<file path="src/rtl/jam_pkg.sv">
// Shared state encodings and width helpers for the job-assignment search engine.
package jam_pkg;

    typedef enum logic [2:0] {
        ST_IDLE = 3'd0,
        ST_LOAD = 3'd1,
        ST_EVAL = 3'd2,
        ST_NEXT = 3'd3,
        ST_DONE = 3'd4
    } top_state_t;

    typedef enum logic [2:0] {
        NS_IDLE    = 3'd0,
        NS_PIVOT   = 3'd1,
        NS_SUCC    = 3'd2,
        NS_SWAP    = 3'd3,
        NS_REVERSE = 3'd4
    } next_state_t;

    localparam int MW = 16;

    function automatic int jam_clog2(input int v);
        int r;
        r = 0;
        for (int i = 0; i < 31; i++) begin
            if ((32'sd1 <<< i) < v) begin
                r = i + 1;
            end
        end
        return r;
    endfunction

    function automatic int jam_max(input int a, input int b);
        return (a > b) ? a : b;
    endfunction

endpackage

</file>
<file path="src/rtl/jam_next_perm.sv">
// Permutation register plus the multi-cycle lexicographic next-permutation engine.
module jam_next_perm
    import jam_pkg::*;
#(
    parameter int N  = 8,
    parameter int LW = 3
) (
    input  logic            i_clk,
    input  logic            i_rst_n,
    input  logic            i_init,
    input  logic            i_start,
    output logic            o_done,
    output logic            o_last,
    output logic [N*LW-1:0] o_perm
);

    localparam int XW = LW + 1;
    localparam logic [LW-1:0] IDX_LAST = LW'(N - 1);
    localparam logic [LW-1:0] IDX_PIV0 = LW'(N - 2);

    next_state_t r_ns, w_ns;
    logic [LW-1:0] r_perm [N];
    logic [LW-1:0] w_perm [N];
    logic [LW-1:0] r_i, w_i, r_j, w_j, r_lo, w_lo, r_hi, w_hi;
    logic [LW-1:0] w_ip1;
    logic          r_done, w_done, r_last, w_last;

    // Next-state and next-datapath values for the permutation engine.
    always_comb begin
        w_ns   = r_ns;
        w_perm = r_perm;
        w_i    = r_i;
        w_j    = r_j;
        w_lo   = r_lo;
        w_hi   = r_hi;
        w_done = 1'b0;
        w_last = r_last;
        w_ip1  = r_i + 1'b1;
        case (r_ns)
            NS_IDLE: begin
                if (i_init) begin
                    for (int k = 0; k < N; k++) begin
                        w_perm[k] = LW'(k);
                    end
                    w_last = 1'b0;
                end else if (i_start) begin
                    w_i    = IDX_PIV0;
                    w_last = 1'b0;
                    w_ns   = NS_PIVOT;
                end else begin
                    w_ns = NS_IDLE;
                end
            end
            NS_PIVOT: begin
                if (r_perm[r_i] < r_perm[w_ip1]) begin
                    w_j  = IDX_LAST;
                    w_ns = NS_SUCC;
                end else if (r_i == {LW{1'b0}}) begin
                    // Descending sequence: the permutation just evaluated was the last one.
                    w_last = 1'b1;
                    w_done = 1'b1;
                    w_ns   = NS_IDLE;
                end else begin
                    w_i = r_i - 1'b1;
                end
            end
            NS_SUCC: begin
                if (r_perm[r_j] > r_perm[r_i]) begin
                    w_ns = NS_SWAP;
                end else begin
                    w_j = r_j - 1'b1;
                end
            end
            NS_SWAP: begin
                w_perm[r_i] = r_perm[r_j];
                w_perm[r_j] = r_perm[r_i];
                w_lo        = w_ip1;
                w_hi        = IDX_LAST;
                if (r_i == IDX_PIV0) begin
                    w_done = 1'b1;
                    w_ns   = NS_IDLE;
                end else begin
                    w_ns = NS_REVERSE;
                end
            end
            NS_REVERSE: begin
                w_perm[r_lo] = r_perm[r_hi];
                w_perm[r_hi] = r_perm[r_lo];
                if ((XW'(r_lo) + XW'(2)) >= XW'(r_hi)) begin
                    w_done = 1'b1;
                    w_ns   = NS_IDLE;
                end else begin
                    w_lo = r_lo + 1'b1;
                    w_hi = r_hi - 1'b1;
                end
            end
            default: begin
                w_ns = NS_IDLE;
            end
        endcase
    end

    // State and datapath registers.
    always_ff @(posedge i_clk or negedge i_rst_n) begin
        if (!i_rst_n) begin
            r_ns   <= NS_IDLE;
            for (int k = 0; k < N; k++) begin
                r_perm[k] <= LW'(k);
            end
            r_i    <= {LW{1'b0}};
            r_j    <= {LW{1'b0}};
            r_lo   <= {LW{1'b0}};
            r_hi   <= {LW{1'b0}};
            r_done <= 1'b0;
            r_last <= 1'b0;
        end else begin
            r_ns   <= w_ns;
            r_perm <= w_perm;
            r_i    <= w_i;
            r_j    <= w_j;
            r_lo   <= w_lo;
            r_hi   <= w_hi;
            r_done <= w_done;
            r_last <= w_last;
        end
    end

    // Flatten the permutation: job of worker k in bits [k*LW +: LW].
    always_comb begin
        o_perm = {(N*LW){1'b0}};
        for (int k = 0; k < N; k++) begin
            o_perm[k*LW +: LW] = r_perm[k];
        end
    end

    assign o_done = r_done;
    assign o_last = r_last;

endmodule

</file>
<file path="src/rtl/jam_search.sv">
// Exhaustive N-worker/N-job assignment solver: loads a cost table from a ROM,
// evaluates every permutation and reports the minimum cost, its multiplicity and first optimum.
module jam_search
    import jam_pkg::*;
#(
    parameter int  N  = 8,
    parameter int  CW = 7,
    localparam int LW = jam_max(1, jam_clog2(N)),
    localparam int SW = CW + jam_clog2(N) + 1
) (
    input  logic            CLK,
    input  logic            RST_N,
    input  logic            start,
    output logic [LW-1:0]   W,
    output logic [LW-1:0]   J,
    input  logic [CW-1:0]   Cost,
    output logic            busy,
    output logic            Valid,
    output logic [SW-1:0]   MinCost,
    output logic [MW-1:0]   MatchCount,
    output logic [N*LW-1:0] BestPerm
);

    localparam int P = 32'sd1 <<< LW;
    localparam logic [LW-1:0] IDX_LAST = LW'(N - 1);

    function automatic logic [N*LW-1:0] identity_perm();
        logic [N*LW-1:0] r;
        r = {(N*LW){1'b0}};
        for (int k = 0; k < N; k++) begin
            r[k*LW +: LW] = LW'(k);
        end
        return r;
    endfunction

    // Heap-ordered binary tree over a power-of-two leaf count keeps every path equal depth.
    function automatic logic [SW-1:0] tree_sum(input logic [SW-1:0] leaves [P]);
        logic [SW-1:0] node [2*P];
        for (int k = 0; k < 2*P; k++) begin
            node[k] = {SW{1'b0}};
        end
        for (int k = 0; k < P; k++) begin
            node[P+k] = leaves[k];
        end
        for (int k = P - 1; k >= 1; k--) begin
            node[k] = node[2*k] + node[2*k+1];
        end
        return node[1];
    endfunction

    top_state_t      r_state, w_state;
    logic [LW-1:0]   r_widx, w_widx, r_jidx, w_jidx;
    logic            r_busy, w_busy, r_valid, w_valid;
    logic [SW-1:0]   r_min, w_min;
    logic [MW-1:0]   r_cnt, w_cnt;
    logic [N*LW-1:0] r_best, w_best;
    logic [CW-1:0]   r_table [N][N];
    logic [SW-1:0]   w_leaves [P];
    logic [SW-1:0]   w_sum;
    logic            w_np_init, w_np_start, w_np_done, w_np_last;
    logic [N*LW-1:0] w_perm;

    jam_next_perm #(
        .N  (N),
        .LW (LW)
    ) u_next_perm (
        .i_clk   (CLK),
        .i_rst_n (RST_N),
        .i_init  (w_np_init),
        .i_start (w_np_start),
        .o_done  (w_np_done),
        .o_last  (w_np_last),
        .o_perm  (w_perm)
    );

    // Cost table capture, row-major during LOAD.
    always_ff @(posedge CLK or negedge RST_N) begin
        if (!RST_N) begin
            for (int a = 0; a < N; a++) begin
                for (int b = 0; b < N; b++) begin
                    r_table[a][b] <= {CW{1'b0}};
                end
            end
        end else if (r_state == ST_LOAD) begin
            r_table[r_widx][r_jidx] <= Cost;
        end else begin
            r_table <= r_table;
        end
    end

    // Total cost of the current permutation.
    always_comb begin
        for (int k = 0; k < P; k++) begin
            w_leaves[k] = {SW{1'b0}};
        end
        for (int k = 0; k < N; k++) begin
            w_leaves[k] = SW'(r_table[k][w_perm[k*LW +: LW]]);
        end
        w_sum = tree_sum(w_leaves);
    end

    // Top-level next-state and result update.
    always_comb begin
        w_state    = r_state;
        w_widx     = r_widx;
        w_jidx     = r_jidx;
        w_busy     = r_busy;
        w_valid    = r_valid;
        w_min      = r_min;
        w_cnt      = r_cnt;
        w_best     = r_best;
        w_np_init  = 1'b0;
        w_np_start = 1'b0;
        case (r_state)
            ST_IDLE, ST_DONE: begin
                if (start) begin
                    w_valid   = 1'b0;
                    w_busy    = 1'b1;
                    w_min     = {SW{1'b1}};
                    w_cnt     = {MW{1'b0}};
                    w_widx    = {LW{1'b0}};
                    w_jidx    = {LW{1'b0}};
                    w_np_init = 1'b1;
                    w_state   = ST_LOAD;
                end else begin
                    w_state = r_state;
                end
            end
            ST_LOAD: begin
                if (r_jidx == IDX_LAST) begin
                    w_jidx = {LW{1'b0}};
                    if (r_widx == IDX_LAST) begin
                        w_widx  = {LW{1'b0}};
                        w_state = ST_EVAL;
                    end else begin
                        w_widx = r_widx + 1'b1;
                    end
                end else begin
                    w_jidx = r_jidx + 1'b1;
                end
            end
            ST_EVAL: begin
                if (w_sum < r_min) begin
                    w_min  = w_sum;
                    w_cnt  = 16'd1;
                    w_best = w_perm;
                end else if (w_sum == r_min) begin
                    w_cnt = r_cnt + 16'd1;
                end else begin
                    w_cnt = r_cnt;
                end
                w_np_start = 1'b1;
                w_state    = ST_NEXT;
            end
            ST_NEXT: begin
                // A "last" result means no successor exists and every permutation is already scored.
                if (w_np_done) begin
                    if (w_np_last) begin
                        w_busy  = 1'b0;
                        w_valid = 1'b1;
                        w_state = ST_DONE;
                    end else begin
                        w_state = ST_EVAL;
                    end
                end else begin
                    w_state = ST_NEXT;
                end
            end
            default: begin
                w_state = ST_IDLE;
            end
        endcase
    end

    // Top-level state and output registers.
    always_ff @(posedge CLK or negedge RST_N) begin
        if (!RST_N) begin
            r_state <= ST_IDLE;
            r_widx  <= {LW{1'b0}};
            r_jidx  <= {LW{1'b0}};
            r_busy  <= 1'b0;
            r_valid <= 1'b0;
            r_min   <= {SW{1'b0}};
            r_cnt   <= {MW{1'b0}};
            r_best  <= identity_perm();
        end else begin
            r_state <= w_state;
            r_widx  <= w_widx;
            r_jidx  <= w_jidx;
            r_busy  <= w_busy;
            r_valid <= w_valid;
            r_min   <= w_min;
            r_cnt   <= w_cnt;
            r_best  <= w_best;
        end
    end

    assign W          = r_widx;
    assign J          = r_jidx;
    assign busy       = r_busy;
    assign Valid      = r_valid;
    assign MinCost    = r_min;
    assign MatchCount = r_cnt;
    assign BestPerm   = r_best;

endmodule

</file>
<file path="config.mk">
export PLATFORM = sky130hd
export DESIGN_NAME = jam_search
export DESIGN_NICKNAME = d
export VERILOG_FILES = /design/src/rtl/jam_pkg.sv /design/src/rtl/jam_next_perm.sv /design/src/rtl/jam_search.sv
export SDC_FILE = /design/constraint.sdc
export NUM_CORES = 1
export LEC_CHECK = 0
export CORE_MARGIN = 2
export CORE_UTILIZATION = 40
export DETAILED_ROUTE_END_ITERATION = 10
export DONT_BUFFER_PORTS = 1
export PLACE_DENSITY = 0.64
export SLEW_MARGIN = 40
export SYNTH_ARGS = -nofsm -noshare
export SYNTH_HDL_FRONTEND = slang
export SYNTH_HIERARCHICAL = 1
export SYNTH_SLANG_ARGS = --single-unit
</file>
<file path="constraint.sdc">
create_clock -name CLK -period 13.2 [get_ports CLK]
set_clock_uncertainty 0.2 [all_clocks]
set_input_delay 1.32 -clock CLK [delete_from_list [all_inputs] [get_ports CLK]]
set_output_delay 1.32 -clock CLK [all_outputs]
set_load 0.05 [all_outputs]
</file>
==> impl_metrics.yaml <==
run_status:
  status: "finished, final reports clean"
logic_synthesis:
  synth_edf_count: 0
  synth.most_common_cell: "dfrtp_1"
  ys_seq_area_frac: 0.4756
  ys_ff_latch: 551
  syn_avg_cell_area_sq_um: 13.37
  synthCells: 2173
  syn-num-nets: 2268
  async_reset_ff_frac: 1.000
  synthTopCellsByArea: "dfrtp_1, mux2_2, mux4_2"
  synthTopCellsByCount: "dfrtp_1, mux2_2, mux4_2, nand2_1, inv_1"
  synth_warnings: 6
  ys_types: 101
  postSynth.topFlopCell: "dfrtp_1"
  yosys.area.top_type: "dfrtp_1"
  synth.top_cell.area_share: 0.4539
  synth.cell_area_sq_um: 29050
worst_setup_path:
  cp_slowest_cell: "dfstp_2"
  critPathMaxFanout: 24
  ff2ff_setup_slack_ns: 5.23
  crit_top_cell: "fa_1"
  crit_type: "flip-flop to flip-flop"
  start_kind: "flip-flop"
  max_stage_delay_ns: 0.98
  cp.required_ns: 13.54
  r2r-start: "u_next_perm/o_perm[21]$_DFFE_PN1P_"
  r2r-end: "BestPerm[13]$_DFFE_PN0P_"
  arrival_ns: 8.31
  cp-end-kind: "flip-flop"
  ff2ff_path_depth: 25
  cp-startpoint: "u_next_perm/o_perm[21]$_DFFE_PN1P_"
  endpoint: "BestPerm[13]$_DFFE_PN0P_"
power_and_ir_drop:
  intPower_mw: 4.858
  p_total_mw: 8.376
  switchingPower_mw: 3.517
  sequentialPowerShare: 0.291
  p_per_area_nw_per_um2: 262.1
  pwr-share-clk: 0.205
  swShare: 0.4199
  ir_drop_mv: 0.3422
  leakagePower_nw: 13.57
  p_comb_frac: 0.504
sta:
  finalCritPeriodShare: 0.6038
  min_period_ns: 7.970
  slew_headroom: 0.2696
  fin_tns_setup_ns: 0
  tightestPinTransition_ns: 1.096
  final-setup-viol-count: 0
  rsz0062_at_grt: "false"
  max_freq_mhz: 125.5
  slew_viol_final: 0
  hold_viol: 0
grt:
  grt_max_degree: 552
  grt_overflow: 0
  grt_pass1_wl_mm: 120.6
  track_usage: 0.2112
  antenna_found_initial: 1
  grt_pass1_vias: 19160
drt:
  drt_iter0_drc: 1776
  dr_total_vias: 18410
  viasPerCell: 5.889
  wl_per_cell_um: 25.10
  post-route-drc-count: 0
  first_pass_iters: 6
  wl_mm: 78.48
  ant_nets: 0
floorplanning:
  ios: 69
  coreArea_sq_um: 71730
  start_util: 0.4050
  dieArea_sq_um: 74800
  die_w_um: 273.5
  dieHeight_um: 273.5
  num_rows: 98
clock_network:
  numClockSinks: 551
  post-cts-setup-buffer-count: 0
  cts_tree: "yes"
  clock_insertion_delay_worst_skew_ns: 0.67
  root_buffer: "clkbuf_16"
  cts_resized: 0
  postCtsHoldBufs: 0
  clock_path_buffers: 3
  numCtsBuffers: 60
  cts_max_level: 2
  clk_pin_slew_ns: 0.07
worst_hold_path:
  hp-class: "input pin to async pin"
run:
  drv_cap: 0
placement:
  hpwl_mm: 51.98
  place_congestion: 0.9448
  placed_cells: 3008
  io_buffer_count: 0
final_layout:
  n_antenna_cell: 0
  area_growth_pct: 10.01
  layout.nets: 2219
  drive_gt1_frac: 0.3943
  layout.cells.non_filler: 3126
-- through the flow --
| stage | setup slack, ns | cell area, sq um | hold slack [ns] | util |
|---|---|---|---|---|
| 6_report | 5.230 | 31960 | 0.1592 | 0.4455 |
| 5_1_grt | 4.777 | 31960 | 0.1217 | 0.4455 |
| 4_1_cts | 5.250 | 31840 | 0.1839 | 0.4439 |
| 3_5_place_dp | 5.210 | 29800 | 0.2714 | 0.4155 |
| 3_3_place_gp | 5.295 | 29760 | 0.2707 | 0.4149 |
| 2_1_floorplan | 5.965 | 29050 | 0.2406 | - |
-- worst min path at each step --
| stage | startpoint | endpoint | slack [ns] |
|---|---|---|---|
| 2_1_floorplan | r_state[2]$_DFFE_PN0P_ | r_state[1]$_DFFE_PN0P_ | 0.24 |
| 3_3_place_gp | r_table[236]$_DFFE_PN0P_ | r_table[236]$_DFFE_PN0P_ | 0.27 |
| 3_5_place_dp | u_next_perm/o_last$_DFFE_PN0P_ | u_next_perm/o_last$_DFFE_PN0P_ | 0.27 |
| 4_1_cts | RST_N | r_table[383]$_DFFE_PN0P_ | 0.18 |
| 5_1_grt | RST_N | r_table[381]$_DFFE_PN0P_ | 0.12 |
| 6_report | RST_N | r_table[381]$_DFFE_PN0P_ | 0.16 |
-- final cells by class --
class,count,area [sq um]
well taps,950,1189
flip-flops and latches,551,13830
clock inverters,23,275.3
clock buffers,91,1768
repair buffers,30,292.8
inverters,98,367.9
multi-input cells,1383,14240
fillers,6346,39770
-- power groups by stage --
stage / clock network [mW] / logic [mW] / registers [mW]
4_1_cts: 1.75 / 4.13 / 2.44
2_1_floorplan: 0 / 2.67 / 2.36
3_5_place_dp: 0 / 4.10 / 2.47
6_report: 1.72 / 4.22 / 2.44
3_3_place_gp: 0 / 4.06 / 2.43
5_1_grt: 1.82 / 4.59 / 2.49
-- flip-flops by register name (all words and copies together), names as in the netlist --
| register | count |
|---|---|
| MinCost | 11 |
| r_table | 448 |
| u_next_perm/r_i | 3 |
| u_next_perm/r_lo | 3 |
| u_next_perm/o_perm | 24 |
| J | 3 |
| u_next_perm/o_done | 1 |
| BestPerm | 24 |
| busy | 1 |
| u_next_perm/r_hi | 3 |
| u_next_perm/o_last | 1 |
| u_next_perm/r_ns | 3 |
| u_next_perm/r_j | 3 |
| r_state | 3 |
| W | 3 |
| MatchCount | 16 |
| Valid | 1 |
-- cells in the final DEF (no fill, tap or decap), types with 21 or more instances in the layout --
cell	instances
dfstp_2	24
buf_4	25
inv_1	94
ha_1	43
fa_1	42
o21ai_0	47
o211ai_1	23
mux2_2	493
nand2_1	124
mux2i_1	48
mux4_2	130
a21oi_1	39
nand3_1	26
clkbuf_16	60
a31oi_1	21
dfrtp_1	521
nor2_1	60
-- per-layer routing --
metal  global-route usage  vias to the layer above  part of all wire
li1                     -                     7936                 -
met1               0.2930                     9650              0.43
met2               0.3312                      687              0.46
met3              0.04061                      136             0.072
met4              0.07578                        0             0.032
met5                    0                        -                 0
-- critical path: cells and delay by family, from the launching register on --
kind | cells | cell delay [ns]
adders and majority gates | 7 | 2.65
AOI/OAI and AO/OA | 6 | 1.45
muxes | 3 | 1.22
DFF | 1 | 0.98
and+or+nand+nor | 4 | 0.69
buffers and inverters | 5 | 0.66
-- cell families (layout without fill, tap and decap cells) --
family          after synthesis  after routing  share of synthesized area
compound gates              247            247                    0.06068
mux                         682            682                     0.3141
xor+xnor                      6              6                   0.001809
fa+ha+maj                    85             85                    0.04746
flops                       551            551                     0.4756
buf+inv                     239            242                    0.03609
simple gates                363            363                    0.06417
Power figures use the tool's default switching activity.
